<file path="config.mk">
export PLATFORM = sky130hd
export DESIGN_NAME = raisin64_sim_ctrl_flat
export DESIGN_NICKNAME = d
export VERILOG_FILES = /design/src/rtl/raisin64_sim_ctrl_pkg.sv /design/src/rtl/raisin64_sim_ctrl_if.sv /design/src/rtl/raisin64_rst_stagger.sv /design/src/rtl/raisin64_sim_ctrl.sv /design/src/flat_wrapper.sv
export SDC_FILE = /design/constraint.sdc
export NUM_CORES = 1
export LEC_CHECK = 0
export ABC_AREA = 1
export ABC_CLOCK_PERIOD_IN_PS = 1700
export BUFFER_PORTS_ARGS = -buffer_cell sky130_fd_sc_hd__buf_2
export CORE_MARGIN = 2
export CORE_UTILIZATION = 45
export DETAILED_ROUTE_END_ITERATION = 8
export GPL_ROUTABILITY_DRIVEN = 0
export GPL_TIMING_DRIVEN = 0
export HOLD_SLACK_MARGIN = 0.15
export PLACE_DENSITY = 0.75
export SLEW_MARGIN = 15
export SYNTH_ARGS = -nofsm -noshare
export SYNTH_HDL_FRONTEND = slang
export SYNTH_HIERARCHICAL = 1
export SYNTH_SLANG_ARGS = --single-unit
export TNS_END_PERCENT = 100
</file>
<file path="constraint.sdc">
create_clock -name clk -period 1.7 [get_ports clk]
set_input_delay 0.17 -clock clk [delete_from_list [all_inputs] [get_ports clk]]
set_output_delay 0.17 -clock clk [all_outputs]
set_load 0.02 [all_outputs]
</file>
<file path="src/rtl/raisin64_sim_ctrl_pkg.sv">
// rtl/raisin64_sim_ctrl_pkg.sv - shared state encodings and mailbox defaults for the sim controller
package raisin64_sim_ctrl_pkg;

  typedef enum logic [1:0] {
    ST_SEQ  = 2'd0,
    ST_RUN  = 2'd1,
    ST_DONE = 2'd2
  } sim_state_t;

  // Software link scripts place the mailbox here; benches use the same values.
  localparam logic [63:0] DEF_MBOX_ADDR = 64'hFFF0;
  localparam logic [63:0] DEF_PASS_CODE = 64'h1;

  // Sequence-counter value at which channel ch releases on the following edge.
  function automatic int rst_release_cnt(input int hold, input int stagger, input int ch);
    return hold + ch * stagger;
  endfunction

endpackage

</file>
<file path="src/rtl/raisin64_sim_ctrl_if.sv">
// rtl/raisin64_sim_ctrl_if.sv - data-memory write bus snooped for the mailbox
interface raisin64_sim_ctrl_if #(
  parameter int ADDR_W = 64,
  parameter int DATA_W = 64
);
  logic              mbox_we;
  logic [ADDR_W-1:0] mbox_addr;
  logic [DATA_W-1:0] mbox_wdata;

  modport master (output mbox_we, output mbox_addr, output mbox_wdata);
  modport slave  (input  mbox_we, input  mbox_addr, input  mbox_wdata);
endinterface

</file>
<file path="src/rtl/raisin64_rst_stagger.sv">
// rtl/raisin64_rst_stagger.sv - staggered release of sub-reset channels after board reset
module raisin64_rst_stagger
  import raisin64_sim_ctrl_pkg::*;
#(
  parameter int NUM_RST     = 2,
  parameter int RST_HOLD    = 2,
  parameter int RST_STAGGER = 1
) (
  input  logic               clk,
  input  logic               rst_n,
  output logic [NUM_RST-1:0] sub_rst_n,
  output logic               all_released
);

  localparam int LAST  = rst_release_cnt(RST_HOLD, RST_STAGGER, NUM_RST - 1);
  localparam int SEQ_W = $clog2(LAST + 2);

  logic [SEQ_W-1:0] seq_cnt;

  // Counter parks at the last release point so it never wraps and re-triggers.
  always_ff @(posedge clk or negedge rst_n) begin
    if (!rst_n) begin
      seq_cnt <= '0;
    end else if (seq_cnt != SEQ_W'(LAST)) begin
      seq_cnt <= seq_cnt + 1'b1;
    end
  end

  always_ff @(posedge clk or negedge rst_n) begin
    if (!rst_n) begin
      sub_rst_n <= '0;
    end else begin
      for (int i = 0; i < NUM_RST; i++) begin
        if (seq_cnt >= SEQ_W'(rst_release_cnt(RST_HOLD, RST_STAGGER, i))) begin
          sub_rst_n[i] <= 1'b1;
        end
      end
    end
  end

  assign all_released = &sub_rst_n;

endmodule

</file>
<file path="src/rtl/raisin64_sim_ctrl.sv">
// rtl/raisin64_sim_ctrl.sv - bring-up controller: reset sequencing, run counting, mailbox pass/fail
module raisin64_sim_ctrl
  import raisin64_sim_ctrl_pkg::*;
#(
  parameter int          NUM_RST     = 2,
  parameter int          RST_HOLD    = 2,
  parameter int          RST_STAGGER = 1,
  parameter int          TIMEOUT     = 100,
  parameter int          ADDR_W      = 64,
  parameter int          DATA_W      = 64,
  parameter int          CNT_W       = 32,
  parameter logic [63:0] MBOX_ADDR   = DEF_MBOX_ADDR,
  parameter logic [63:0] PASS_CODE   = DEF_PASS_CODE
) (
  input  logic                 clk,
  input  logic                 rst_n,
  raisin64_sim_ctrl_if.slave   mbox,
  output logic [NUM_RST-1:0]   sub_rst_n,
  output logic                 run,
  output logic [CNT_W-1:0]     cycle_cnt,
  output logic                 done,
  output logic                 pass,
  output logic                 fail,
  output logic                 timeout,
  output logic [DATA_W-1:0]    result
);

  localparam logic [ADDR_W-1:0] MBOX_A  = ADDR_W'(MBOX_ADDR);
  localparam logic [DATA_W-1:0] PASS_D  = DATA_W'(PASS_CODE);
  localparam logic [CNT_W-1:0]  TO_LAST = CNT_W'(TIMEOUT - 1);
  localparam bit                TO_EN   = (TIMEOUT != 0);

  sim_state_t state;
  logic       all_released;
  logic       mbox_hit;
  logic       to_hit;
  logic       is_pass;

  raisin64_rst_stagger #(
    .NUM_RST     (NUM_RST),
    .RST_HOLD    (RST_HOLD),
    .RST_STAGGER (RST_STAGGER)
  ) u_rst_stagger (
    .clk          (clk),
    .rst_n        (rst_n),
    .sub_rst_n    (sub_rst_n),
    .all_released (all_released)
  );

  assign mbox_hit = mbox.mbox_we && (mbox.mbox_addr == MBOX_A);
  assign to_hit   = TO_EN && (cycle_cnt == TO_LAST);
  assign is_pass  = (mbox.mbox_wdata == PASS_D);

  // A mailbox hit on the timeout edge takes priority so a late pass is not lost.
  always_ff @(posedge clk or negedge rst_n) begin
    if (!rst_n) begin
      state     <= ST_SEQ;
      run       <= 1'b0;
      cycle_cnt <= '0;
      done      <= 1'b0;
      pass      <= 1'b0;
      fail      <= 1'b0;
      timeout   <= 1'b0;
      result    <= '0;
    end else begin
      case (state)
        ST_SEQ: begin
          if (all_released) begin
            state <= ST_RUN;
            run   <= 1'b1;
          end
        end
        ST_RUN: begin
          if (cycle_cnt != '1) begin
            cycle_cnt <= cycle_cnt + 1'b1;
          end
          if (mbox_hit) begin
            state  <= ST_DONE;
            run    <= 1'b0;
            done   <= 1'b1;
            result <= mbox.mbox_wdata;
            pass   <= is_pass;
            fail   <= !is_pass;
          end else if (to_hit) begin
            state   <= ST_DONE;
            run     <= 1'b0;
            done    <= 1'b1;
            fail    <= 1'b1;
            timeout <= 1'b1;
          end
        end
        default: begin
          state <= ST_DONE;
        end
      endcase
    end
  end

endmodule

</file>
<file path="src/flat_wrapper.sv">
// flat-port wrapper written by rule: the top's interface ports become plain ports
module raisin64_sim_ctrl_flat import raisin64_sim_ctrl_pkg::*;
#(
  parameter int          NUM_RST     = 2,
  parameter int          RST_HOLD    = 2,
  parameter int          RST_STAGGER = 1,
  parameter int          TIMEOUT     = 100,
  parameter int          ADDR_W      = 64,
  parameter int          DATA_W      = 64,
  parameter int          CNT_W       = 32,
  parameter logic [63:0] MBOX_ADDR   = DEF_MBOX_ADDR,
  parameter logic [63:0] PASS_CODE   = DEF_PASS_CODE
)
  (clk, rst_n, sub_rst_n, run, cycle_cnt, done, pass, fail, timeout, result, mbox_mbox_we, mbox_mbox_addr, mbox_mbox_wdata);
  raisin64_sim_ctrl_if #(.ADDR_W(ADDR_W), .DATA_W(DATA_W)) mbox_i ();
  input  logic clk;
  input  logic rst_n;
  output logic [NUM_RST-1:0] sub_rst_n;
  output logic run;
  output logic [CNT_W-1:0] cycle_cnt;
  output logic done;
  output logic pass;
  output logic fail;
  output logic timeout;
  output logic [DATA_W-1:0] result;
  input wire logic [$bits(mbox_i.mbox_we)-1:0] mbox_mbox_we;
  input wire logic [$bits(mbox_i.mbox_addr)-1:0] mbox_mbox_addr;
  input wire logic [$bits(mbox_i.mbox_wdata)-1:0] mbox_mbox_wdata;
  assign mbox_i.mbox_we = mbox_mbox_we;
  assign mbox_i.mbox_addr = mbox_mbox_addr;
  assign mbox_i.mbox_wdata = mbox_mbox_wdata;
  raisin64_sim_ctrl #(.NUM_RST(NUM_RST), .RST_HOLD(RST_HOLD), .RST_STAGGER(RST_STAGGER), .TIMEOUT(TIMEOUT), .ADDR_W(ADDR_W), .DATA_W(DATA_W), .CNT_W(CNT_W), .MBOX_ADDR(MBOX_ADDR), .PASS_CODE(PASS_CODE)) u_core (.clk(clk), .rst_n(rst_n), .mbox(mbox_i), .sub_rst_n(sub_rst_n), .run(run), .cycle_cnt(cycle_cnt), .done(done), .pass(pass), .fail(fail), .timeout(timeout), .result(result));
endmodule
</file>
==> results.ini, run 1 <==
[status]
run_status = complete, no violations

[layout]
n_antenna_cell = 0
utilization = 0.6715
finish.cell_count_without_fillers = 1287
syn2layout_area_growth_pct = 44.56
layout_commonest_cell = sky130_fd_sc_hd__nand2_1
layout.cells.most_common_list = 266 x sky130_fd_sc_hd__nand2_1, 238 x sky130_fd_sc_hd__buf_2, 129 x sky130_fd_sc_hd__nor2_1
drive_gt1_frac = 0.3265
n_fill_cell = 1019
final_net_count = 1244

[drt]
post_drt_via_cell_ratio = 5.086
wire_per_inst_um = 15.20
antenna_violating_nets_post_route = 0
detailedRoute.firstPassIterationCount = 7
drt_iter0_drc = 565
route.vias.total = 6546
remaining_drc_errors = 0
drt_wl_total_um = 19570

[timing]
fin_worst_skew_ps = 9.078
finalSetupViolations = 0
finalCriticalPeriod_ps = 1644
finalHoldViolations = 0
final.period_utilization = 0.9672
timing.max_slew.rel_slack = 0.6952
drv_slew = 0
fmaxAchievable_ghz = 0.6082
worstMarginPinSlew_ps = 457.2
finalWorstSetupSlack_ps = 55.76
unrepaired_setup_endpoints_after_global_routing = true

[logic_synthesis]
syn-cell-area_sq_um = 5886
postSynthCellCount = 783
ys.flop_type = sky130_fd_sc_hd__dfrtp_1
ys_types = 30
postSynthRegisterBits = 108
yosysSeqAreaShare = 0.4592
synth_enable_flop_cells = 0
synth_warnings = 6
syn-num-nets = 917
synth_area_per_cell_sq_um = 7.517
ys_async_sr_fraction = 1.000

[floorplan]
fp.dieH_um = 118.4
floorplan.die_area_sq_um = 14010
die_width_um = 118.4
fp.coreArea_sq_um = 12670
floorplan.initialDensity = 0.4645
cell_row_count = 41
design.portCount = 234

[global_route]
globalRoute.totalOverflow = 0
number_of_global_route_vias_before_repair = 6257
grt_start_max_net_pins = 72
grt_pass1_wl_um = 31180
gr-usage-all-layers = 0.2774
antenna_violations_before_repair = 0

[cts]
worstSkewPairLatency_ps = 350
cts.sink_count = 108
clockBufferDepth = 2
cts_tree = done
level_count_of_the_clock_h_tree = 3
number_of_buffers_created_by_cts = 9
cts.root.buffer_cell = sky130_fd_sc_hd__clkbuf_16
clk_transition_reported_paths_ps = 80

[worst_hold_path]
min-delay-path-class = input pin to async pin

[placement]
dpl_worst_slack_ps = -114.9
dpl.hpwl_um = 13480
dp_cells = 1189
io_buffer_count = 233

[flow_run]
max-cap-violations = 0

[pwr]
power.total_mw = 5.071
peakVddDrop_uv = 412.4
pwr_cell_area_nw_per_um2 = 596.0
leakage_power_nw = 4.630

[worst_setup_path]
timing.rr.start = u_core/cycle_cnt[0]
worstSetupStartpoint = u_core/cycle_cnt[0]
arrival_ps = 1870
crit_fanout = 6
cp-end-kind = flip-flop
endpoint_of_the_worst_register_to_register_path = u_core/cycle_cnt[7]
reg_to_reg_setup_timing_slack_ps = 60
ff2ff_path_depth = 10
crit_path_start_kind = flip-flop
required_ps = 1930
worstSetupPathType = flip-flop to flip-flop

==> where the power goes <==
part | internal, mW | total, mW | switching (mW)
clock network | 1.03 | 2.05 | 1.03
logic | 0.242 | 0.452 | 0.210
registers | 2.57 | 2.57 | 0.0000638
total | 3.83 | 5.07 | 1.24
==> what timing repair did <==
item                                    CTS  global route
pin swaps                                 1             8
gates cloned                              0             0
endpoints found under the hold margin   172             0
resized for setup                         7            35
endpoints found under the setup margin   27            36
setup buffers                             4            13
hold buffers                             65             0
==> state kept, by name, summed over array words and instances, names as in the netlist <==
name	cells
u_core/cycle_cnt	32
u_core/done	1
u_core/fail	1
u_core/pass	1
u_core/result	64
u_core/run	1
u_core/state	2
u_core/timeout	1
u_core/u_rst_stagger/seq_cnt	3
u_core/u_rst_stagger/sub_rst_n	2
==> layout make-up <==
type                            count  area, sq um  area share
Clock buffer                       10        229.0     0.02691
Multi-Input combinational cell    591         2878      0.3382
Tap cell                          172        215.2     0.02529
Timing Repair Buffer              316         1994      0.2344
Inverter                           62        237.7     0.02794
Clock inverter                      6        58.81    0.006912
Sequential cell                   108         2719      0.3196
Buffer                             22        176.4     0.02074
==> cell families (layout without fill, tap and decap cells) <==
kind of cell / Yosys count / in the layout / synth area share
AOI/OAI and AO/OA: 28 / 28 / 0.03784
xor gates and xnor gates: 26 / 26 / 0.03869
adders and majority gates: 3 / 3 / 0.006378
buffers and inverters: 84 / 416 / 0.06951
DFF: 108 / 108 / 0.4592
and+or+nand+nor: 534 / 534 / 0.3884
==> worst max-delay path, stage by stage (launching register included) <==
cell and delay [ps]:
sky130_fd_sc_hd__dfrtp_2 420, sky130_fd_sc_hd__ha_4 160, sky130_fd_sc_hd__inv_4 40, sky130_fd_sc_hd__nor2_4 120
sky130_fd_sc_hd__nand2_4 100, sky130_fd_sc_hd__nor2_4 140, sky130_fd_sc_hd__nand2_2 70, sky130_fd_sc_hd__nand2_4 120
sky130_fd_sc_hd__buf_6 150, sky130_fd_sc_hd__nor2_1 60, sky130_fd_sc_hd__xor2_1 150
==> per-stage QoR <==
step           hold slack [ps]  setup TNS [ps]  area (sq um)
5_1_grt                  302.4          -571.6          8508
3_5_place_dp             97.01           -2317          7303
4_1_cts                  285.1               0          8303
6_report                 275.4               0          8508
2_1_floorplan           -125.6               0          5888
3_3_place_gp             416.4          -89780          7269
==> cell usage after synthesis (5+ instances only) <==
cell / n / area, sq um
sky130_fd_sc_hd__nand4_1: 19 / 118.9
sky130_fd_sc_hd__buf_6: 11 / 123.9
sky130_fd_sc_hd__o21ai_2: 20 / 175.2
sky130_fd_sc_hd__nand3_1: 69 / 345.3
sky130_fd_sc_hd__inv_1: 56 / 210.2
sky130_fd_sc_hd__inv_2: 6 / 22.52
sky130_fd_sc_hd__buf_2: 6 / 30.03
sky130_fd_sc_hd__nor2_1: 137 / 514.2
sky130_fd_sc_hd__nor3_1: 16 / 80.08
sky130_fd_sc_hd__o21ai_0: 5 / 25.02
sky130_fd_sc_hd__nand2_1: 269 / 1010
sky130_fd_sc_hd__xor2_1: 25 / 219.0
sky130_fd_sc_hd__dfrtp_1: 108 / 2703
==> per-layer routing <==
metal  part of all wire  routed length [um]  up-vias  GRT usage
li1                   -                   -     3120          -
met1               0.40                7796     3029     0.3358
met2               0.49                9516      317     0.4772
met3              0.076                1479       80    0.06853
met4              0.040                 773        0     0.1024
met5                  0                   0        -          0
==> worst max path at each step <==
stage | slack (ps) | endpoint | cells past startpoint
floorplan | 50 | u_core/cycle_cnt[8] | 10
global placement | -1020 | u_core/cycle_cnt[0] | 1
detailed placement | -110 | u_core/cycle_cnt[13] | 11
CTS | 0.7 | u_core/cycle_cnt[31] | 8
global route | -50 | u_core/cycle_cnt[7] | 9
finish | 60 | u_core/cycle_cnt[7] | 10
(Power assumes the default switching activity.)
==> inputs of run 2 (changes only) <==
--- a/config.mk
+++ b/config.mk
@@ -9,12 +9,13 @@
 export ABC_CLOCK_PERIOD_IN_PS = 1700
 export BUFFER_PORTS_ARGS = -buffer_cell sky130_fd_sc_hd__buf_2
 export CORE_MARGIN = 2
-export CORE_UTILIZATION = 45
+export CORE_UTILIZATION = 49
+export CTS_BUF_LIST = sky130_fd_sc_hd__clkbuf_16
 export DETAILED_ROUTE_END_ITERATION = 8
 export GPL_ROUTABILITY_DRIVEN = 0
 export GPL_TIMING_DRIVEN = 0
 export HOLD_SLACK_MARGIN = 0.15
-export PLACE_DENSITY = 0.75
+export PLACE_DENSITY = 0.81
 export SLEW_MARGIN = 15
 export SYNTH_ARGS = -nofsm -noshare
 export SYNTH_HDL_FRONTEND = slang
==> run 2 against run 1 <==
  * The flow now finishes with violations (negative setup slack)
  * Sequential power about the same
  * Utilization up 5.6 points
  * Register-to-register slack got worse by 80 ps
  * Non-clock buffer count grew 8
  * Combinational power grew 1%
  * Total power rose by 3.4%
  * Maximum frequency decreased by 4.7%
  * Global-route usage rose by 2.8 points
  * Final cell count is 1.3% lower
==> results.ini, run 2 (synthesis results as in run 1) <==
[drt]
remaining_drc_errors = 0  ; unchanged
route.vias.total = 6791  ; +3.7%
post_drt_via_cell_ratio = 5.347  ; +5.1%
antenna_violating_nets_post_route = 0  ; unchanged
drt_wl_total_um = 20540  ; +5.0%
drt_iter0_drc = 680  ; +20%
detailedRoute.firstPassIterationCount = 5  ; -2
wire_per_inst_um = 16.17  ; +6.4%

[floorplan]
cell_row_count = 40  ; -2.4%
fp.dieH_um = 113.6  ; -4.0%
floorplan.die_area_sq_um = 12900  ; -7.9%
floorplan.initialDensity = 0.4962  ; +0.03170
die_width_um = 113.6  ; -4.0%
design.portCount = 234  ; unchanged
fp.coreArea_sq_um = 11860  ; -6.4%

[global_route]
number_of_global_route_vias_before_repair = 6413  ; +2.5%
globalRoute.totalOverflow = 0  ; unchanged
antenna_violations_before_repair = 0  ; unchanged
grt_pass1_wl_um = 31130  ; -0.16%
gr-usage-all-layers = 0.3052  ; +0.02784
grt_start_max_net_pins = 67  ; -6.9%

[timing]
drv_slew = 0  ; unchanged
finalHoldViolations = 0  ; unchanged
finalWorstSetupSlack_ps = -25.48  ; -81.24 ps
worstMarginPinSlew_ps = 491.2  ; +34.05 ps
finalSetupViolations = 5  ; +5
final.period_utilization = 1.015  ; +0.04779
timing.max_slew.rel_slack = 0.6725  ; -0.02270
unrepaired_setup_endpoints_after_global_routing = true
finalCriticalPeriod_ps = 1725  ; +81.24 ps
fmaxAchievable_ghz = 0.5795  ; -4.7%
post_route_setup_tns_ps = -70.66  ; -70.66 ps
fin_worst_skew_ps = 9.876  ; +0.7981 ps

[layout]
final_net_count = 1252  ; +0.64%
n_fill_cell = 901  ; -12%
syn2layout_area_growth_pct = 46.56
layout.cells.most_common_list = 263 x sky130_fd_sc_hd__nand2_1, 238 x sky130_fd_sc_hd__buf_2, 129 x sky130_fd_sc_hd__nor2_1
layout_commonest_cell = sky130_fd_sc_hd__nand2_1
max_flop_register = u_core/result
utilization = 0.7272  ; +0.05574
finish.cell_count_without_fillers = 1270  ; -1.3%
largest_regs = u_core/result (64), u_core/cycle_cnt (32), u_core/u_rst_stagger/seq_cnt (3)
largest_register_ffs = 64  ; unchanged
n_antenna_cell = 0  ; unchanged
drive_gt1_frac = 0.3321  ; +0.005689

[worst_setup_path]
worstPathCellList = nand2_1, nor3_2, nand2_1, nor2_1, nand2_1, xor2_1, nand2_1, nand2_1
critical_path.top_delay_family = simple AND/OR/NAND/NOR gates
arrival_ps = 1970  ; +100 ps
cp_slowest_stage_delay_ps = 430  ; about the same
crit_fanout = 5  ; -1
endpoint_of_the_worst_register_to_register_path = u_core/cycle_cnt[30]
ff2ff_path_depth = 8  ; -2
timing.critical_path.buf_inv = 0  ; -2
required_ps = 1940  ; about the same
cp-end-kind = flip-flop
critical-path-slowest-cell = sky130_fd_sc_hd__dfrtp_2
worstSetupPathType = flip-flop to flip-flop
cp_common_cell = sky130_fd_sc_hd__nand2_1
reg_to_reg_setup_timing_slack_ps = -30  ; -80 ps
timing.rr.start = u_core/cycle_cnt[13]
crit_path_start_kind = flip-flop

[cts]
cts.root.buffer_cell = sky130_fd_sc_hd__clkbuf_16
level_count_of_the_clock_h_tree = 3  ; unchanged
clk_transition_reported_paths_ps = 80  ; about the same
worstSkewPairLatency_ps = 350  ; about the same
clockBufferDepth = 2  ; unchanged
cts_tree = done
cts.sink_count = 108  ; unchanged
number_of_buffers_created_by_cts = 9  ; unchanged

[pwr]
leakage_power_nw = 4.700  ; +1.5%
peakVddDrop_uv = 400.7  ; -2.8%
pwr_cell_area_nw_per_um2 = 608.1  ; +2.0%

[placement]
dp_cells = 1164  ; -2.1%
io_buffer_count = 233  ; unchanged
dpl.hpwl_um = 13340  ; -0.97%

[flow_run]
max-cap-violations = 0  ; unchanged

[status]
run_status = finished with violations
violated_checks = negative setup slack

[worst_hold_path]
min-delay-path-class = input pin to async pin

==> run 2: cell count changes in the layout (fill, tap and decap cells not counted), moves of 2 or more <==
cell,delta
sky130_fd_sc_hd__buf_4,+5
sky130_fd_sc_hd__buf_6,-2
sky130_fd_sc_hd__buf_8,+3
sky130_fd_sc_hd__clkbuf_16,+3
sky130_fd_sc_hd__dfrtp_1,+3
sky130_fd_sc_hd__dfrtp_2,-3
sky130_fd_sc_hd__inv_8,+2
sky130_fd_sc_hd__nand2_1,-3
sky130_fd_sc_hd__nand2_2,+2
sky130_fd_sc_hd__nor3_4,-2
==> run 2: how the worst max path moves through the flow <==
stage | from | endpoint | slack (ps) | cells past startpoint
5_1_grt | u_core/cycle_cnt[17] | u_core/cycle_cnt[11] | -130 | 10
4_1_cts | u_core/cycle_cnt[0] | u_core/cycle_cnt[9] | 10 | 11
3_3_place_gp | rst_n | u_core/cycle_cnt[0] | -970 | 1
3_5_place_dp | u_core/cycle_cnt[0] | u_core/cycle_cnt[13] | -160 | 11
6_report | u_core/cycle_cnt[13] | u_core/cycle_cnt[30] | -30 | 8
2_1_floorplan | u_core/cycle_cnt[0] | u_core/cycle_cnt[8] | 50 | 10
==> run 2: area by class of cell <==
type,instances,area [sq um],share of cell area
flip-flops and latches,108,2715,0.3148
inverters,62,242.7,0.02814
well taps,147,183.9,0.02132
plain buffers,22,191.4,0.02219
clock inverters,7,91.34,0.01059
repair buffers,324,2095,0.2428
multi-input cells,591,2882,0.3341
clock buffers,9,225.2,0.02611
==> run 2: repair_timing <==
| action | 4_1_cts | 5_1_grt |
|---|---|---|
| gates cloned | 0 | 3 |
| pin swaps | 2 | 12 |
| setup endpoints to repair | 32 | 34 |
| endpoints found under the hold margin | 126 | 0 |
| hold buffers | 65 | 0 |
| buffers inserted | 8 | 14 |
| gates resized for setup | 9 | 39 |
==> run 2: per-stage QoR <==
step | hold slack [ps] | setup WS (ps) | cell area, sq um | total power [mW]
detailed placement | 112.6 | -156.6 | 7272 | 2.937
CTS | 307.2 | 12.38 | 8320 | 5.257
floorplan | -125.6 | 50.60 | 5888 | 2.685
global route | 344.9 | -131.8 | 8626 | 5.439
finish | 299.0 | -25.48 | 8626 | 5.245
global placement | 414.1 | -971.0 | 7238 | 2.925
==> run 2: layer usage <==
metal,vias up,wire [um],share of wire,global-route usage
met5,-,0,0,0
met4,0,1115,0.054,0.1870
met3,102,1752,0.085,0.06536
met2,405,10010,0.49,0.5102
met1,3147,7662,0.37,0.3614
li1,3137,-,-,-
==> run 2: report_power, final <==
group          leakage, nW  total [mW]  switching, mW  internal (mW)
Clock                0.151        2.22           1.04           1.18
Sequential            1.44        2.57      0.0000656           2.57
Combinational         3.11       0.458          0.216          0.242
Total                 4.70        5.24           1.26           3.99
